File: src/rtl/i2c_arb_pkg.sv
// Shared types and constants for the two-requester I2C master arbiter.
package i2c_arb_pkg;

    localparam int NUM_REQ    = 2;
    localparam int DEF_ADDR_W = 7;
    localparam int DEF_DATA_W = 8;

    typedef enum logic [1:0] {
        IDLE      = 2'd0,
        ISSUE     = 2'd1,
        WAIT_DONE = 2'd2,
        COMPLETE  = 2'd3
    } arb_state_e;

endpackage

File: src/rtl/rr_arb2.sv
// Two-way round-robin pick. With a single request that requester wins;
// with both, the one named by ptr wins. Output is one-hot (or zero).
module rr_arb2
    import i2c_arb_pkg::*;
(
    input  logic [NUM_REQ-1:0] req,
    input  logic               ptr,
    output logic [NUM_REQ-1:0] win
);

    // Contention is the only case that needs the pointer
    always_comb begin
        win = req;
        if (&req) win = ptr ? 2'b10 : 2'b01;
    end

endmodule

File: src/rtl/i2c_master_arbiter.sv
// Shares one I2C master core between two requesters: round-robin pick,
// latch the winner's command, one start pulse, route done/rdata/err back.
// Optional macro I2C_ARB_TIMEOUT_EN adds a WAIT_DONE watchdog that forces
// completion with err=1 after TIMEOUT_CYCLES.
module i2c_master_arbiter
    import i2c_arb_pkg::*;
#(
    parameter int ADDR_W         = DEF_ADDR_W,
    parameter int DATA_W         = DEF_DATA_W,
    parameter int TIMEOUT_CYCLES = 200000
) (
    input  logic                  clk,
    input  logic                  rst_n,
    input  logic [NUM_REQ-1:0]    req,
    input  logic [NUM_REQ-1:0]    req_rnw,
    input  logic [2*ADDR_W-1:0]   req_addr,
    input  logic [2*DATA_W-1:0]   req_wdata,
    output logic [NUM_REQ-1:0]    gnt,
    output logic [NUM_REQ-1:0]    done,
    output logic                  err,
    output logic [DATA_W-1:0]     rdata,
    output logic                  m_start,
    output logic                  m_rnw,
    output logic [ADDR_W-1:0]     m_addr,
    output logic [DATA_W-1:0]     m_wdata,
    input  logic                  m_done,
    input  logic                  m_ack_err,
    input  logic [DATA_W-1:0]     m_rdata
);

    arb_state_e         state;
    logic               ptr;    // requester favoured on contention
    logic               wsel;   // index of the current winner
    logic [NUM_REQ-1:0] win;

    rr_arb2 u_arb (
        .req (req),
        .ptr (ptr),
        .win (win)
    );

`ifdef I2C_ARB_TIMEOUT_EN
    localparam int CNT_W = $clog2(TIMEOUT_CYCLES + 1);
    logic [CNT_W-1:0] to_cnt;
    logic             timeout;

    assign timeout = (to_cnt == CNT_W'(TIMEOUT_CYCLES));
`endif

    // Arbitration FSM; every output is registered here
    always_ff @(posedge clk) begin
        if (!rst_n) begin
            state   <= IDLE;
            ptr     <= 1'b0;
            wsel    <= 1'b0;
            gnt     <= '0;
            done    <= '0;
            err     <= 1'b0;
            rdata   <= '0;
            m_start <= 1'b0;
            m_rnw   <= 1'b0;
            m_addr  <= '0;
            m_wdata <= '0;
`ifdef I2C_ARB_TIMEOUT_EN
            to_cnt  <= '0;
`endif
        end else begin
            m_start <= 1'b0;
            done    <= '0;
            case (state)
                IDLE: begin
                    if (|req) begin
                        // Command fields are frozen here; later changes are ignored
                        wsel    <= win[1];
                        gnt     <= win;
                        m_start <= 1'b1;
                        m_rnw   <= win[1] ? req_rnw[1] : req_rnw[0];
                        m_addr  <= win[1] ? req_addr[ADDR_W +: ADDR_W]
                                          : req_addr[0 +: ADDR_W];
                        m_wdata <= win[1] ? req_wdata[DATA_W +: DATA_W]
                                          : req_wdata[0 +: DATA_W];
                        state   <= ISSUE;
                    end
                end
                ISSUE: begin
`ifdef I2C_ARB_TIMEOUT_EN
                    to_cnt <= '0;
`endif
                    state  <= WAIT_DONE;
                end
                WAIT_DONE: begin
                    // m_done takes precedence over a simultaneous timeout
                    if (m_done) begin
                        rdata <= m_rdata;
                        err   <= m_ack_err;
                        done  <= gnt;
                        state <= COMPLETE;
                    end
`ifdef I2C_ARB_TIMEOUT_EN
                    else if (timeout) begin
                        err   <= 1'b1;
                        done  <= gnt;
                        state <= COMPLETE;
                    end else begin
                        to_cnt <= to_cnt + CNT_W'(1);
                    end
`endif
                end
                COMPLETE: begin
                    // Hand priority to the other requester; grant drops entering IDLE
                    gnt   <= '0;
                    ptr   <= ~wsel;
                    state <= IDLE;
                end
            endcase
        end
    end

endmodule

File: config.mk
export PLATFORM = sky130hd
export DESIGN_NAME = i2c_master_arbiter
export DESIGN_NICKNAME = d
export VERILOG_FILES = /design/src/rtl/i2c_arb_pkg.sv /design/src/rtl/rr_arb2.sv /design/src/rtl/i2c_master_arbiter.sv
export SDC_FILE = /design/constraint.sdc
export NUM_CORES = 1
export LEC_CHECK = 0
export CAP_MARGIN = 15
export CORE_MARGIN = 1.5
export CORE_UTILIZATION = 50
export DETAILED_ROUTE_END_ITERATION = 10
export DONT_BUFFER_PORTS = 1
export PLACE_DENSITY = 0.68
export SYNTH_ARGS = -nofsm -noshare
export SYNTH_HDL_FRONTEND = slang
export SYNTH_SLANG_ARGS = --single-unit
File: constraint.sdc
create_clock -name clk -period 1.6 [get_ports clk]
set_clock_uncertainty 0.2 [all_clocks]
set_input_delay 0.16 -clock clk [delete_from_list [all_inputs] [get_ports clk]]
set_output_delay 0.16 -clock clk [all_outputs]
set_load 0.01 [all_outputs]
# Word-level counts from Yosys, hierarchy flattened
# Cells that the tools add are included.
# totals
ff_bits	34
latchBits	0
mem_bits_rw	0
rom_bits	0
input_bits	46
out_inout_bits	30
elab_cells	38
n_memories	0
# classes
n_addsub	0
n_mul	0
div_mod_pow	0
order_cmp	0
n_eq_ne	5
shift	0
muxes	11
bitwise	1
n_reduce_logical	10
# op_table
operator	n
$reduce_and A2 Y1	6
$mux W2	5
$mux W8	1
$pmux W2 S4	1
$mux W7	1
$eq A2 B2 Y1 const B	2
$ne A2 B2 Y1 const B	2
$pmux W2 S2	1
$reduce_and A3 Y1	1
$eq A2 B1 Y1 const B	1
$logic_not A2 Y1	1
$mux W1	2
$reduce_bool A2 Y1	1
$reduce_or A2 Y1	1
$not A1 Y1	1

# Depth between registers and ports, before layout
# logic_depth
word_depth	4
depth_mapped	6
mapped_depth_nobuf	5

# By module
# Synthesis repeated with hierarchy kept, for this count alone.
# hier_totals
cells_unflattened	158
hier_area_um2	1547.7
# by_module_without_submodules
module	n_inst	cells_each	area_per_inst_um2
i2c_master_arbiter	1	155	1529.0
rr_arb2	1	3	18.8

# Least setup slack after synthesis
# Ideal clock, no wire load.
# synth_timing
path_kind	register to register
startpoint	register state[0]
endpoint	register m_addr[0]
setup_ns	0.070
t_arrival_ns	1.297
t_required_ns	1.330
setup_slack_ns	0.033
path_stages_with_launch	7
path_buffers	1
synth_period_minus_slack_ns	1.567
cell_sequence	dfxtp_1 -> inv_1 -> ha_1 -> o21ai_2 -> clkbuf_1 -> a31oi_1 -> a21oi_1
# synth_between
elab_chain_len	2
# synth_lines
element	line_no	text
from (decl)	i2c_master_arbiter.sv:31	arb_state_e state;
from (signal assigned)	i2c_master_arbiter.sv:53	state <= IDLE;
from (signal assigned)	i2c_master_arbiter.sv:82	state <= ISSUE;
from (signal assigned)	i2c_master_arbiter.sv:89	state <= WAIT_DONE;
$logic_not A2 Y1	i2c_master_arbiter.sv:70	case (state)
$reduce_and A2 Y1 (no source line)	-	
to (signal assigned)	i2c_master_arbiter.sv:78	m_addr <= win[1] ? req_addr[ADDR_W +: ADDR_W]
to (decl)	i2c_master_arbiter.sv:24	output logic [ADDR_W-1:0] m_addr,
# Every way passes these cells.
# A chain may end at the register's enable or synchronous reset.

# Worst setup path in the final report
# layout_timing
startpoint	register state[1]
endpoint	register gnt[1]
# layout_between
elab_chain_len	3
word_cells_on_any_way	6
cone_classes	eq/ne (2); mux (1); reduce/logical (3)
# layout_lines
element	line_no	text
$eq A2 B2 Y1 / $logic_not A2 Y1 (equally long branches)	i2c_master_arbiter.sv:70	
$reduce_bool A2 Y1 (no source line) / $ne A2 B2 Y1 (equally long branches)	-	
$reduce_and A2 Y1 (no source line)	-	
to (signal assigned)	i2c_master_arbiter.sv:75	gnt <= win;
to (decl)	i2c_master_arbiter.sv:18	output logic [NUM_REQ-1:0] gnt,
# Several ways; a longest one is shown, not always the timed one.

==> flow_summary_export.csv <==
group,metric,value,unit
status,status,"finished with violations",
status,violations,"negative hold slack",
die,num_rows,19,
worst_setup_path,cp-end-kind,"flop",
finish,stdcell_count,215,
die,ios,76,
finish,final_common_cell,"o21ai_0",
clocking,numClockSinks,34,
placement,dpl.hpwl,2500,um
synth,synth_cell_types,27,
clocking,htree_levels,2,
worst_setup_path,reg2reg_to,"gnt[1]$_SDFFE_PN0P_",
detailed_routing,vias,1366,
synth,syn-cell-area,1470,sq um
worst_setup_path,worstPathArrival,1.64,ns
detailed_routing,drt_first_pass_iters,4,
synth,synth-main-ff-cell,"dfxtp_1",
timing,fmax,631,MHz
placement,io_buffers,0,
hold_path,hold_class,"in -> reg",
finish,drive_gt1_share,14.7,%
worst_setup_path,r2r-start,"state[1]$_SDFFE_PN0P_",
timing,max-slew-margin-rel,77.2,%
global_route,antenna_found_initial,0,
clocking,insertion_delay,0.31,ns
worst_setup_path,start_kind,"flop",
power,pwr-share-seq,47.4,%
timing,fin_crit,1.58,ns
power,power_density,1610,nW/um^2
finish,syn_to_final_growth,14.4,%
detailed_routing,totalWireLength,3740,um
hold_path,worstHoldPathCells,1,
placement,pre_cts_ws,-0.138,ns
timing,finalCritPeriodShare,99.0,%
global_route,grt_max_degree,36,
die,dieArea,3280,sq um
power,power.internal,1.71,mW
finish,layout.nets,235,
global_route,grt_pass1_vias,1345,
clocking,cts_root_buf,"clkbuf_4",
clocking,cts_buffers,5,
clocking,post_cts_buffers,0,
detailed_routing,drt_iter0_markers,53,
synth,synth-seq-area-share,46.2,%
die,initial_core_util,53.0,%
worst_setup_path,cp_top_family,"simple AND/OR/NAND/NOR gates",
worst_setup_path,cp_slowest_cell,"or4_4",
worst_setup_path,max_stage_delay,0.54,ns
clocking,cts_tree,"yes",
power,vdd_drop_max,0.922,mV
synth,syn-num-nets,226,
die,die_w,57.3,um
worst_setup_path,worst_r2r_path_depth,4,
detailed_routing,avgRoutedWirePerCell,17.4,um
hold_path,worstHoldStart,"rst_n",
power,p_switching,1.01,mW
timing,rsz0062_at_grt,"true",
timing,setup_slack,0.0161,ns
synth,synth_warnings,0,
global_route,track_usage,22.5,%
synth,synth_edf_count,0,
synth,async_reset_ff_share,0,%
timing,setup_viol,0,
clocking,path_clk_slew,0.09,ns
power,combPwrFrac,37.3,%
flow_run,maxCapViolCount,0,
power,p_total,2.72,mW
worst_setup_path,cp_num_cells,4,
power,p_clk_share,15.3,%
global_route,grt_pass1_wl,5690,um
detailed_routing,viasPerCell,6.35,
finish,final_cell_mix,"o21ai_0, dfxtp_1, nand2_1",
synth,ys_seq_elements,34,
global_route,overflow,0,
worst_setup_path,path_class,"reg -> reg",
timing,report.final.hold_viol_count,34,
timing,slew_violations,0,
placement,place_inst,201,
synth,synthCells,175,
die,core-area,2780,sq um
worst_setup_path,path_max_fanout,3,
synth,avgSynthCellArea,8.42,sq um
finish,diodes,0,
hold_path,whs_endpoint,"m_start$_SDFF_PN0_",
worst_setup_path,crit_buf_inv,1,
timing,whs,-0.234,ns
clocking,clock_path_buffers,2,
power,swShare,37.1,%
die,die_y,57.3,um
placement,place_congestion,0.714,
detailed_routing,antenna_left,0,
worst_setup_path,crit_required,1.66,ns
timing,worst_slew_pin_slew,0.342,ns
power,p_leak,0.623,nW
detailed_routing,drc_errors,0,
worst_setup_path,crit_chain,"buf_4, ha_2, or4_4, a21boi_2",
worst_setup_path,r2r_slack,0.02,ns
-- worst reg2reg max path, stage by stage (launching register included) --
cell and delay (ns):
dfxtp_2 0.35, buf_4 0.14, ha_2 0.18, or4_4 0.54
a21boi_2 0.12
-- power groups by stage --
stage	registers [mW]	logic [mW]	clock network, mW
final	1.29	1.01	0.415
after global routing	1.31	1.13	0.470
after CTS	1.29	0.936	0.428
after detailed placement	1.30	0.898	0
after global placement	1.30	0.833	0
after floorplan	1.27	0.615	0
-- metal layers --
metal | vias to the layer above | wire [um] | track usage, %
met2 | 57 | 2060 | 43.7
met1 | 661 | 1370 | 22.4
met3 | 5 | 274 | 6.35
met5 | - | 0 | 0
met4 | 0 | 39 | 7.97
li1 | 643 | - | -
-- registers in the layout, summed over array words and instances (netlist names) --
signal   count
m_wdata      8
rdata        8
m_addr       7
done         2
gnt          2
state        2
err          1
m_rnw        1
m_start      1
ptr          1
wsel         1
-- final cells by class --
| class | count | area, sq um |
|---|---|---|
| fillers | 276 | 1090 |
| multi-input cells | 125 | 776 |
| flip-flops and latches | 34 | 683 |
| repair buffers | 13 | 125 |
| clock buffers | 7 | 45.0 |
| well taps | 31 | 38.8 |
| inverters | 5 | 18.8 |
-- synthesized netlist by cell type, types with 2 or more instances --
library cell  instances  area share (%)
a21oi_1              17             5.8
a31oi_1              16             6.8
ha_1                  5             4.2
o21a_1                2             1.0
mux2i_1               2             1.4
nand2_1              22             5.6
and2_1                3             1.3
dfxtp_1              34              46
inv_1                 5             1.3
a21boi_0             10             5.1
and3_1                2            0.85
clkbuf_1              9             2.3
o21ai_0              33              11
buf_2                 2            0.68
-- metrics by stage --
stage / cell area [sq um] / hold slack, ns / utilization, % / setup TNS (ns)
finish: 1690 / -0.234 / 60.6 / 0
global route: 1690 / -0.259 / 60.6 / -0.0303
CTS: 1630 / -0.248 / 58.5 / -0.0394
detailed placement: 1530 / 0.0890 / 54.9 / -2.15
global placement: 1530 / 0.0890 / 54.9 / -0.0285
floorplan: 1470 / 0.105 / - / 0
-- what timing repair did --
item                       CTS  global route
hold buffers                 4             2
gates cloned                 0             1
hold endpoints to repair    34            34
pin swaps                    0             3
resized for setup            7            12
setup endpoints to repair   30            29
-- kinds of logic (layout without fill, tap and decap cells) --
group                    after synthesis  after routing  synth area share [%]
AO/OA/AOI/OAI                         83             83                  32.5
flip-flops                            34             34                  46.2
AND/OR/NAND/NOR                       34             35                  11.0
buffers and inverters                 17             25                  4.75
adder cells (fa/ha/maj)                5              5                  4.24
multiplexers                           2              2                  1.36
-- worst max-delay path by stage --
| stage | startpoint | slack [ns] | endpoint |
|---|---|---|---|
| 2_1_floorplan | state[0]$_SDFFE_PN0P_ | 0.03 | m_addr[0]$_SDFFE_PN0P_ |
| 3_3_place_gp | state[0]$_SDFFE_PN0P_ | -0.02 | gnt[1]$_SDFFE_PN0P_ |
| 3_5_place_dp | state[0]$_SDFFE_PN0P_ | -0.14 | m_wdata[4]$_SDFFE_PN0P_ |
| 4_1_cts | state[0]$_SDFFE_PN0P_ | -0.04 | gnt[1]$_SDFFE_PN0P_ |
| 5_1_grt | state[1]$_SDFFE_PN0P_ | -0.02 | gnt[1]$_SDFFE_PN0P_ |
| 6_report | state[1]$_SDFFE_PN0P_ | 0.02 | gnt[1]$_SDFFE_PN0P_ |
No activity file was read; power rests on OpenSTA's default activity.
